$ cat src/rtl/pc_fetch_unit.sv
// -----------------------------------------------------------------------------
// pc_fetch_unit
//
// Purpose:
//   Front-end stage that sits directly upstream of the instruction-fetch/IF-ID
//   block. It owns the program counter and picks the next fetch address from
//   one of four sources: sequential (pc + 4), jump, predicted-taken branch, or
//   misprediction recovery. It also owns a direct-mapped branch history table
//   (BHT) of 2-bit saturating counters. The BHT supplies the prediction bits
//   that the fetch stage carries down the pipe, and it is trained by branch
//   resolutions reported from EX/MEM.
//
// Parameters:
//   RESET_PC        PC value loaded on reset.
//   BHT_INDEX_BITS  log2 of the BHT entry count. The table is indexed by
//                   pc[BHT_INDEX_BITS+1:2].
//   BHT_INIT        Counter value written to every entry on reset.
//
// Ports:
//   clk                  in   system clock; all state changes on the rising edge
//   rst_n                in   synchronous, active-low reset
//   pc_write             in   0 = hold the PC (hazard stall)
//   pc_select_jump       in   fetch stage decoded a J instruction
//   pc_jump[31:0]        in   jump target
//   if_id_pc_src         in   fetch stage requests a redirect to pc_branch_address
//   pc_branch_address    in   predicted-taken target, or the recovery address
//                             when pridictor_wrong=1
//   ex_mem_branch_valid  in   one-cycle pulse: a branch resolved in EX/MEM
//   ex_mem_branch_taken  in   actual outcome of that branch
//   ex_mem_branch_pc     in   address of that branch
//   ex_mem_branch_pred   in   counter value the branch was predicted with
//   pc[31:0]             out  current fetch address (registered)
//   branch_pridictor_bit_out[1:0]
//                        out  BHT counter for the entry indexed by pc
//                             (combinational read, same cycle as pc)
//   pridictor_wrong      out  mispredict flag (combinational)
//
// Optional feature (macro BRANCH_PERF_COUNTERS_EN):
//   branch_count[31:0]      out  number of resolved branches seen
//   mispredict_count[31:0]  out  number of mispredictions seen
//   Both counters wrap at 2^32 and clear on reset. When the macro is not
//   defined, the ports and their registers do not exist.
//
// Branch-resolution interface:
//   ex_mem_branch_valid is a qualifier pulse with no back-pressure. There is no
//   ready signal. Each cycle in which valid=1 carries exactly one resolved
//   branch, and the unit always accepts it on that rising edge. The taken, pc
//   and pred fields are only meaningful while valid=1. The upstream driver
//   guarantees one pulse per resolved branch.
// -----------------------------------------------------------------------------
module pc_fetch_unit #(
  parameter logic [31:0] RESET_PC       = 32'h0000_0000,
  parameter int          BHT_INDEX_BITS = 5,
  parameter logic [1:0]  BHT_INIT       = 2'b01
) (
  input  logic        clk,
  input  logic        rst_n,
  input  logic        pc_write,
  input  logic        pc_select_jump,
  input  logic [31:0] pc_jump,
  input  logic        if_id_pc_src,
  input  logic [31:0] pc_branch_address,
  input  logic        ex_mem_branch_valid,
  input  logic        ex_mem_branch_taken,
  input  logic [31:0] ex_mem_branch_pc,
  input  logic [1:0]  ex_mem_branch_pred,
  output logic [31:0] pc,
  output logic [1:0]  branch_pridictor_bit_out,
  output logic        pridictor_wrong
`ifdef BRANCH_PERF_COUNTERS_EN
  ,
  output logic [31:0] branch_count,
  output logic [31:0] mispredict_count
`endif
);

  localparam int BHT_ENTRIES = 1 << BHT_INDEX_BITS;

  // ---------------------------------------------------------------------------
  // State
  // ---------------------------------------------------------------------------
  logic [31:0] pc_q;
  logic [31:0] pc_d;
  logic [1:0]  bht_q [BHT_ENTRIES];
  logic [1:0]  bht_entry_d;

  logic [BHT_INDEX_BITS-1:0] fetch_idx;
  logic [BHT_INDEX_BITS-1:0] upd_idx;
  logic [1:0]                upd_old;
  logic [31:0]               pc_plus4;
  logic                      mispredict;

  // The table is indexed by word address. The low two PC bits are ignored for
  // indexing, and the bits above the index are ignored as well, so branches
  // that share index bits alias onto one counter by design.
  assign fetch_idx = pc_q[BHT_INDEX_BITS+1:2];
  assign upd_idx   = ex_mem_branch_pc[BHT_INDEX_BITS+1:2];

  // The bits below are deliberately not used (tag-less table, and only the
  // direction bit of the prediction matters). Folding them here keeps that
  // decision explicit.
  logic unused_in_bits;
  assign unused_in_bits = ^{ex_mem_branch_pc[31:BHT_INDEX_BITS+2],
                            ex_mem_branch_pc[1:0],
                            ex_mem_branch_pred[0]};

  // ---------------------------------------------------------------------------
  // Misprediction detection
  // ---------------------------------------------------------------------------
  // The prediction direction is the MSB of the counter the branch was fetched
  // with. The flag is forced low during reset so that a stale resolution
  // pulse cannot redirect the PC or count as a mispredict.
  assign mispredict      = ex_mem_branch_valid &
                           (ex_mem_branch_taken != ex_mem_branch_pred[1]);
  assign pridictor_wrong = rst_n & mispredict;

  // ---------------------------------------------------------------------------
  // Next-PC selection
  // ---------------------------------------------------------------------------
  // Recovery sits above the stall. A mispredicted branch must flush the wrong
  // path even while the hazard unit is holding the front end, otherwise the
  // wrong path would keep being fetched after the stall lifts.
  // The 32-bit add wraps naturally. pc[1:0] is never forced, so a misaligned
  // target propagates unchanged and it is the fetch stage's job to trap it.
  assign pc_plus4 = pc_q + 32'd4;

  always_comb begin
    pc_d = pc_plus4;
    if (pridictor_wrong) begin
      pc_d = pc_branch_address;
    end else if (!pc_write) begin
      pc_d = pc_q;
    end else if (pc_select_jump) begin
      pc_d = pc_jump;
    end else if (if_id_pc_src) begin
      pc_d = pc_branch_address;
    end
  end

  // ---------------------------------------------------------------------------
  // BHT counter update
  // ---------------------------------------------------------------------------
  // The new value is derived from the stored entry, not from the prediction
  // carried with the branch. Another branch aliasing on the same index may
  // have moved the counter since this branch was fetched.
  assign upd_old = bht_q[upd_idx];

  always_comb begin
    bht_entry_d = upd_old;
    if (ex_mem_branch_taken) begin
      if (upd_old != 2'b11) begin
        bht_entry_d = upd_old + 2'b01;
      end
    end else begin
      if (upd_old != 2'b00) begin
        bht_entry_d = upd_old - 2'b01;
      end
    end
  end

  // ---------------------------------------------------------------------------
  // Sequential state
  // ---------------------------------------------------------------------------
  // The BHT write does not depend on pc_write. Training must not be lost just
  // because the front end happens to be stalled when the branch resolves.
  always_ff @(posedge clk) begin
    if (!rst_n) begin
      pc_q <= RESET_PC;
      for (int i = 0; i < BHT_ENTRIES; i++) begin
        bht_q[i] <= BHT_INIT;
      end
    end else begin
      pc_q <= pc_d;
      if (ex_mem_branch_valid) begin
        bht_q[upd_idx] <= bht_entry_d;
      end
    end
  end

  // ---------------------------------------------------------------------------
  // Outputs
  // ---------------------------------------------------------------------------
  // The read is not bypassed. When a write hits the entry being read in the
  // same cycle, the read returns the pre-update value, and the new value
  // appears on the next cycle.
  assign pc                       = pc_q;
  assign branch_pridictor_bit_out = bht_q[fetch_idx];

`ifdef BRANCH_PERF_COUNTERS_EN
  // ---------------------------------------------------------------------------
  // Performance counters
  // ---------------------------------------------------------------------------
  logic [31:0] branch_count_q;
  logic [31:0] branch_count_d;
  logic [31:0] mispredict_count_q;
  logic [31:0] mispredict_count_d;

  always_comb begin
    branch_count_d     = branch_count_q;
    mispredict_count_d = mispredict_count_q;
    if (ex_mem_branch_valid) begin
      branch_count_d = branch_count_q + 32'd1;
    end
    if (pridictor_wrong) begin
      mispredict_count_d = mispredict_count_q + 32'd1;
    end
  end

  always_ff @(posedge clk) begin
    if (!rst_n) begin
      branch_count_q     <= 32'd0;
      mispredict_count_q <= 32'd0;
    end else begin
      branch_count_q     <= branch_count_d;
      mispredict_count_q <= mispredict_count_d;
    end
  end

  assign branch_count     = branch_count_q;
  assign mispredict_count = mispredict_count_q;
`endif

endmodule

$ cat config.mk
export PLATFORM = sky130hd
export DESIGN_NAME = pc_fetch_unit
export DESIGN_NICKNAME = d
export VERILOG_FILES = /design/src/rtl/pc_fetch_unit.sv
export SDC_FILE = /design/constraint.sdc
export NUM_CORES = 1
export LEC_CHECK = 0
export ABC_AREA = 0
export CAP_MARGIN = 10
export CORE_ASPECT_RATIO = 1.25
export CORE_UTILIZATION = 35
export DETAILED_ROUTE_END_ITERATION = 10
export HOLD_SLACK_MARGIN = 0.03
export PLACE_DENSITY = 0.6
export SLEW_MARGIN = 10
export SYNTH_ARGS = -nofsm -noshare
export SYNTH_HDL_FRONTEND = slang
export SYNTH_SLANG_ARGS = --single-unit
$ cat constraint.sdc
create_clock -name clk -period 3.18 [get_ports clk]
set_input_delay 0.318 -clock clk [delete_from_list [all_inputs] [get_ports clk]]
set_output_delay 0.318 -clock clk [all_outputs]
set_load 0.01 [all_outputs]
* Word level (Yosys, flattened, before mapping) *
Memory sizes are Yosys's and may differ from the RTL's. A register that Yosys moved wholly into a read port is not among the register bits.
Cells that the tools add are included.

cells by class
  div/mod/pow operators = 0
  $add $sub $neg = 3
  equality and inequality tests = 2
  $lt $le $gt $ge = 0
  multiplexer cells = 16
  reduce and logical (&&, ||, !) cells = 3
  multipliers = 0
  bitwise logic cells = 2
  shift operators = 0

operators with widths
  operator               number
  $mux 32                4
  $add 32x3->32 const B  1
  $mux 5                 3
  $mux 2                 4
  $mux 1                 5
  $reduce_bool 2->1      2
  $add 2x1->2 const B    1
  $and 1x1->1            2
  $ne 2x2->1 const B     1
  $reduce_or 2->1        1
  $sub 2x1->2 const B    1
  $ne 1x1->1             1

word-level totals
  memories = 1
  bits in read-only memories = 0
  bits in registers = 32
  input bits = 105
  bits in latches = 0
  output and inout bits = 35
  RAM bits = 64

memories
  memory  depth  width  read ports  clocked after Yosys merged registers in  write ports  RTL line  text
  bht_q   32     2      2           1                                        32           84        logic [1:0] bht_q [BHT_ENTRIES];

* Logic depth before layout (Yosys ltp) *
Gate-level depths: netlist of run 1.

  depth in word-level cells = 7
  gate-level depth with buffers = 11

* Worst setup path before layout of run 1 *
No wires, ideal clock.

  kind = register -> output
  start = register with a tool-made name
  end = output branch_pridictor_bit_out[0]
  setup slack = 0.585 ns
  arrival = 2.277 ns
  stages on the path, launching flop included = 6
  data required time = 2.862 ns
  cells stage by stage = dfxtp_1 > clkbuf_1 > buf_2 > mux4_2 > mux4_2 > mux2_2

RTL lines
  what       RTL line  text
  to (decl)  68        output logic [1:0] branch_pridictor_bit_out,

==> impl_metrics.py, run 1 <==
metrics = {
    "placed_design": {
        "dp_hpwl_mm": 14.6,
        "portBuffers": 111,
        "placed_area_um2": 7880,
        "gp_congestion": 0.887,
    },
    "global_routing": {
        "grt_pass1_wl_mm": 30.8,
        "globalRouteTotalUtil_pct": 21.0,
        "grt_pass1_vias": 6007,
        "grt_max_degree": 41,
        "gr-total-overflow": 0,
        "antenna_found_initial": 0,
    },
    "pwr": {
        "peakVddDrop_v": 0.000257,
        "p_per_area_nw_per_um2": 420,
        "cellLeakagePower_nw": 2.92,
    },
    "timing": {
        "finalSetupViolCount": 0,
        "fin_skew_ns": 0.00384,
        "rsz0062_at_grt": "no",
        "finalHoldViolCount": 0,
        "finalMaxSlewViolations": 0,
        "period_needed_ns": 3.05,
        "maxSlewHeadroom_pct": 46.3,
        "fmax_mhz": 328,
        "tns_ns": 0,
        "fin_crit_sh_pct": 96.0,
        "worstMarginPinSlew_ns": 0.804,
    },
    "logic_synthesis": {
        "ys_ff_latch": 101,
        "ys_seq_area_share_pct": 41.5,
        "avgSynthCellArea_um2": 9.17,
        "ys.flop_type": "edfxtp_1",
        "syn-num-nets": 805,
        "synth_edf_count": 64,
        "synthArstFlopShare_pct": 0,
        "syn_inst": 699,
        "yosysWarnings": 0,
        "syn_area_um2": 6410,
        "synth_cell_types": 60,
    },
    "critical_path": {
        "cp.required_ns": 2.86,
        "arrival_ns": 2.74,
        "crit_fanout": 16,
        "end_kind": "primary output",
        "startpoint_type": "flip-flop",
        "crit_type": "flip-flop to primary output",
    },
    "hold_path": {
        "hold_path_class": "input pin to flip-flop",
    },
    "run": {
        "maxCapViolCount": 0,
    },
    "route": {
        "drc": 0,
        "postRouteAntennaNets": 0,
        "wirelength_mm": 19.8,
        "first_pass_iters": 5,
        "drtIter0Drc": 595,
        "vias": 5972,
        "wl_per_cell_um": 19.2,
        "viasPerCell": 5.77,
    },
    "finish": {
        "layout_commonest_cell": "nand2_1",
        "area_growth_pct": 27.6,
        "final_area_um2": 8180,
        "mostFrequentLayoutCells": "nand2_1 (110), clkdlybuf4s50_1 (109), nor2_1 (65)",
        "drive_gt1_share_pct": 10.4,
        "n_antenna_cell": 0,
        "utilization_pct": 45.4,
        "nets": 908,
    },
    "floorplan": {
        "die-area_um2": 18900,
        "rows": 55,
        "die_x_um": 123,
        "die_h_um": 153,
        "start_util_pct": 35.6,
        "core-area_um2": 18000,
        "ios": 140,
    },
    "clock_network": {
        "htreeDepth": 3,
        "ctsResizeCount": 0,
        "clk_latency_ns": 0.34,
        "clk_path_buf_depth": 2,
        "clockRootBuffer": "clkbuf_16",
        "path_clk_slew_ns": 0.07,
        "clock-sinks": 101,
        "numCtsBuffers": 9,
        "tritoncts": "built",
        "cts_setup_buffers": 0,
        "hold_buffers": 0,
    },
    "run_status": {
        "status": "complete, no violations",
    },
}
-- per-stage QoR --
stage	std cells	hold slack (ns)	total power [mW]	setup slack, ns
floorplan	699	0.427	1.96	0.585
CTS	1035	0.373	3.44	0.0952
detailed placement	1019	0.494	2.32	0.171
finish	1035	0.381	3.43	0.127
global route	1035	0.385	3.56	0.0607
global placement	1019	0.484	2.30	0.285
-- cell usage after synthesis, types with 5 or more instances --
cell type	number	area, um^2
o221ai_1	6	52.6
nor2_1	65	244
edfxtp_1	64	1920
mux4_2	20	450
dfxtp_1	37	741
buf_6	5	56.3
mux2i_1	35	350
a221oi_1	8	70.1
nand2_1	110	413
o22ai_1	19	119
xnor2_1	10	87.6
xor2_1	15	131
inv_1	5	18.8
or3_1	5	31.3
nor3_1	11	55.1
a21oi_1	29	145
nand4_1	9	56.3
o21a_1	6	45.0
nand3_1	54	270
and3_1	15	93.8
o211ai_1	12	90.1
nor3b_1	5	37.5
o21ai_0	36	180
buf_2	6	30.0
clkbuf_1	44	165
-- report_power, final --
part           leakage (nW)  switching [mW]  internal [mW]  total, mW
logic                  1.88           0.378          0.381      0.759
clock network         0.158           0.493          0.646       1.14
registers             0.882          0.0791           1.46       1.54
total                  2.92           0.950           2.48       3.43
-- cell type report --
class / count / area (um^2)
clock buffer: 13 / 293
multi-input combinational: 531 / 3450
inverter: 8 / 30.0
clock inverter: 3 / 15.0
tap: 228 / 285
sequential: 101 / 2660
fill: 1707 / 9850
timing repair buffer: 151 / 1450
-- kinds of logic (layout without fill, tap and decap cells) --
family / after synthesis / in the layout / share of synthesized area [%]
simple gates: 297 / 297 / 21.6
xor+xnor: 25 / 25 / 3.41
flops: 101 / 101 / 41.5
mux: 57 / 57 / 12.8
buf+inv: 67 / 175 / 4.74
fa+ha+maj: 2 / 2 / 0.371
compound gates: 150 / 150 / 15.5
-- sequential cells by signal, summed over array words and instances, names as in the netlist, named ones only --
register  flops
pc           32
bht_q        64
-- worst max-delay path: stages (launching register included) --
cell	delay, ns
dfxtp_1	0.36
buf_12	0.19
mux4_2	0.55
mux4_2	0.51
mux2_2	0.29
clkdlybuf4s50_1	0.48
-- per-layer routing --
layer / up-vias / share of wire, % / global-route usage (%)
met4: 0 / 2.5 / 8.95
met1: 2892 / 40 / 24.8
li1: 2801 / - / -
met3: 35 / 6.3 / 2.24
met2: 244 / 51 / 37.9
met5: - / 0 / 0
-- path summary, 6_finish.rpt --
path                start                          end  slack, ns  cells after the start
min                 rst_n                 bht_q[24][0]       0.38                      2
min reg2reg         pc[0]                        pc[0]       0.52                      1
max             flip-flop  branch_pridictor_bit_out[0]       0.13                      5
max reg2reg  bht_q[26][1]                 bht_q[19][1]       0.84                      9
Power figures use the tool's default switching activity.
==> inputs of run 2 (changes only) <==
- PLACE_DENSITY: 0.6 -> 0.68
==> impl_metrics.py, run 2 (synthesis results as in run 1) <==
metrics = {
    "timing": {
        "period_needed_ns": 3.08,
        "finalSetupViolCount": 0,
        "fin_skew_ns": 0.00631,
        "tns_ns": 0,
        "fin_crit_sh_pct": 96.9,
        "worstMarginPinSlew_ns": 0.941,
        "maxSlewHeadroom_pct": 37.0,
        "finalMaxSlewViolations": 0,
        "finalHoldViolCount": 0,
        "rsz0062_at_grt": "no",
        "fmax_mhz": 325,
        "setup_ws_ns": 0.0993,
        "holdWs_ns": 0.510,
    },
    "route": {
        "wl_per_cell_um": 18.5,
        "wirelength_mm": 19.1,
        "drtIter0Drc": 393,
        "drc": 0,
        "viasPerCell": 5.68,
        "first_pass_iters": 5,
        "vias": 5850,
        "postRouteAntennaNets": 0,
    },
    "run": {
        "maxCapViolCount": 0,
    },
    "clock_network": {
        "clockRootBuffer": "clkbuf_16",
        "path_clk_slew_ns": 0.07,
        "clk_path_buf_depth": 2,
        "hold_buffers": 0,
        "clock-sinks": 101,
        "tritoncts": "built",
        "numCtsBuffers": 9,
        "clk_latency_ns": 0.36,
        "htreeDepth": 3,
    },
    "critical_path": {
        "slowest_stage": "mux4_2",
        "crit_fanout": 8,
        "crit_chain": "buf_12 -> mux4_2 -> mux4_2 -> mux2_2 -> clkdlybuf4s50_1",
        "cp.required_ns": 2.86,
        "crit_type": "flip-flop to primary output",
        "arrival_ns": 2.76,
        "critPathMaxStageDelay_ns": 0.55,
        "end_kind": "primary output",
        "startpoint_type": "flip-flop",
        "cpMostUsedCell": "mux4_2",
    },
    "pwr": {
        "seqPwrFrac_pct": 41.3,
        "combPwrFrac_pct": 20.3,
        "switching_power_mw": 0.955,
        "swShare_pct": 25.6,
        "peakVddDrop_v": 0.000246,
        "p_per_area_nw_per_um2": 451,
        "p_clk_share_pct": 38.4,
        "power_mw": 3.72,
        "cellLeakagePower_nw": 2.93,
        "p_int_mw": 2.77,
    },
    "finish": {
        "fill_cells": 1701,
        "n_antenna_cell": 0,
        "layout_commonest_cell": "nand2_1",
        "largest_reg_flops": 64,
        "nets": 903,
        "area_growth_pct": 28.7,
        "mostFrequentLayoutCells": "nand2_1 (110), clkdlybuf4s50_1 (109), nor2_1 (65)",
        "regMostFlops": "bht_q",
        "drive_gt1_share_pct": 10.1,
    },
    "floorplan": {
        "core-area_um2": 18000,
        "ios": 140,
        "die_h_um": 153,
        "rows": 55,
        "start_util_pct": 35.6,
        "die_x_um": 123,
        "die-area_um2": 18900,
    },
    "global_routing": {
        "globalRouteTotalUtil_pct": 20.3,
        "gr-total-overflow": 0,
        "grt_pass1_vias": 5634,
        "grt_max_degree": 47,
        "grt_pass1_wl_mm": 29.3,
        "antenna_found_initial": 0,
    },
    "placed_design": {
        "portBuffers": 111,
        "dp_slack_ns": 0.238,
        "gp_congestion": 0.843,
        "dp_hpwl_mm": 13.6,
    },
    "hold_path": {
        "hold_path_class": "flip-flop to flip-flop",
    },
    "run_status": {
        "status": "complete, no violations",
    },
}
==> run 2: final cells by class <==
| class | count | area, um^2 | share of cell area [%] |
|---|---|---|---|
| sequential | 101 | 2660 | 32.3 |
| multi-input combinational | 531 | 3450 | 41.7 |
| inverter | 8 | 30.0 | 0.364 |
| clock inverter | 7 | 161 | 1.96 |
| timing repair buffer | 146 | 1440 | 17.5 |
| clock buffer | 9 | 225 | 2.73 |
| tap | 228 | 285 | 3.46 |
==> run 2: routing by layer <==
metal	global-route usage, %	part of all wire [%]
met1	23.8	40
met2	36.4	51
met3	2.95	6.0
met4	7.97	2.6
met5	0	0
==> run 2: worst paths after layout <==
check / startpoint / end / slack [ns] / cells past startpoint
max: flip-flop / branch_pridictor_bit_out[0] / 0.1 / 5
min: pc[0] / pc[0] / 0.51 / 1
max reg2reg: pc[4] / pc[28] / 0.94 / 8
min reg2reg: pc[0] / pc[0] / 0.51 / 1
==> run 2: power by group through the flow <==
| stage | Clock [mW] | Combinational (mW) | Sequential (mW) |
|---|---|---|---|
| floorplan | 0 | 0.402 | 1.56 |
| global route | 1.49 | 0.815 | 1.55 |
| finish | 1.43 | 0.756 | 1.54 |
| CTS | 1.45 | 0.751 | 1.54 |
| global placement | 0 | 0.740 | 1.56 |
| detailed placement | 0 | 0.747 | 1.56 |
==> run 2: metrics by stage <==
stage / instances / utilization, % / cell area, um^2
after floorplan: 699 / - / 6410
after global placement: 1013 / 43.5 / 7840
after detailed placement: 1013 / 43.5 / 7840
after CTS: 1029 / 45.6 / 8230
after global routing: 1030 / 45.8 / 8260
final: 1030 / 45.8 / 8260
==> run 2: critical path, delay by kind of cell (launching register included) <==
family / cells / cell delay, ns
buf+inv: 2 / 0.64
mux: 3 / 1.37
flops: 1 / 0.40
==> run 2: timing repair <==
item	CTS	global route
resized for setup	0	1
setup endpoints to repair	0	1
buffers inserted	0	0
hold endpoints to repair	0	0
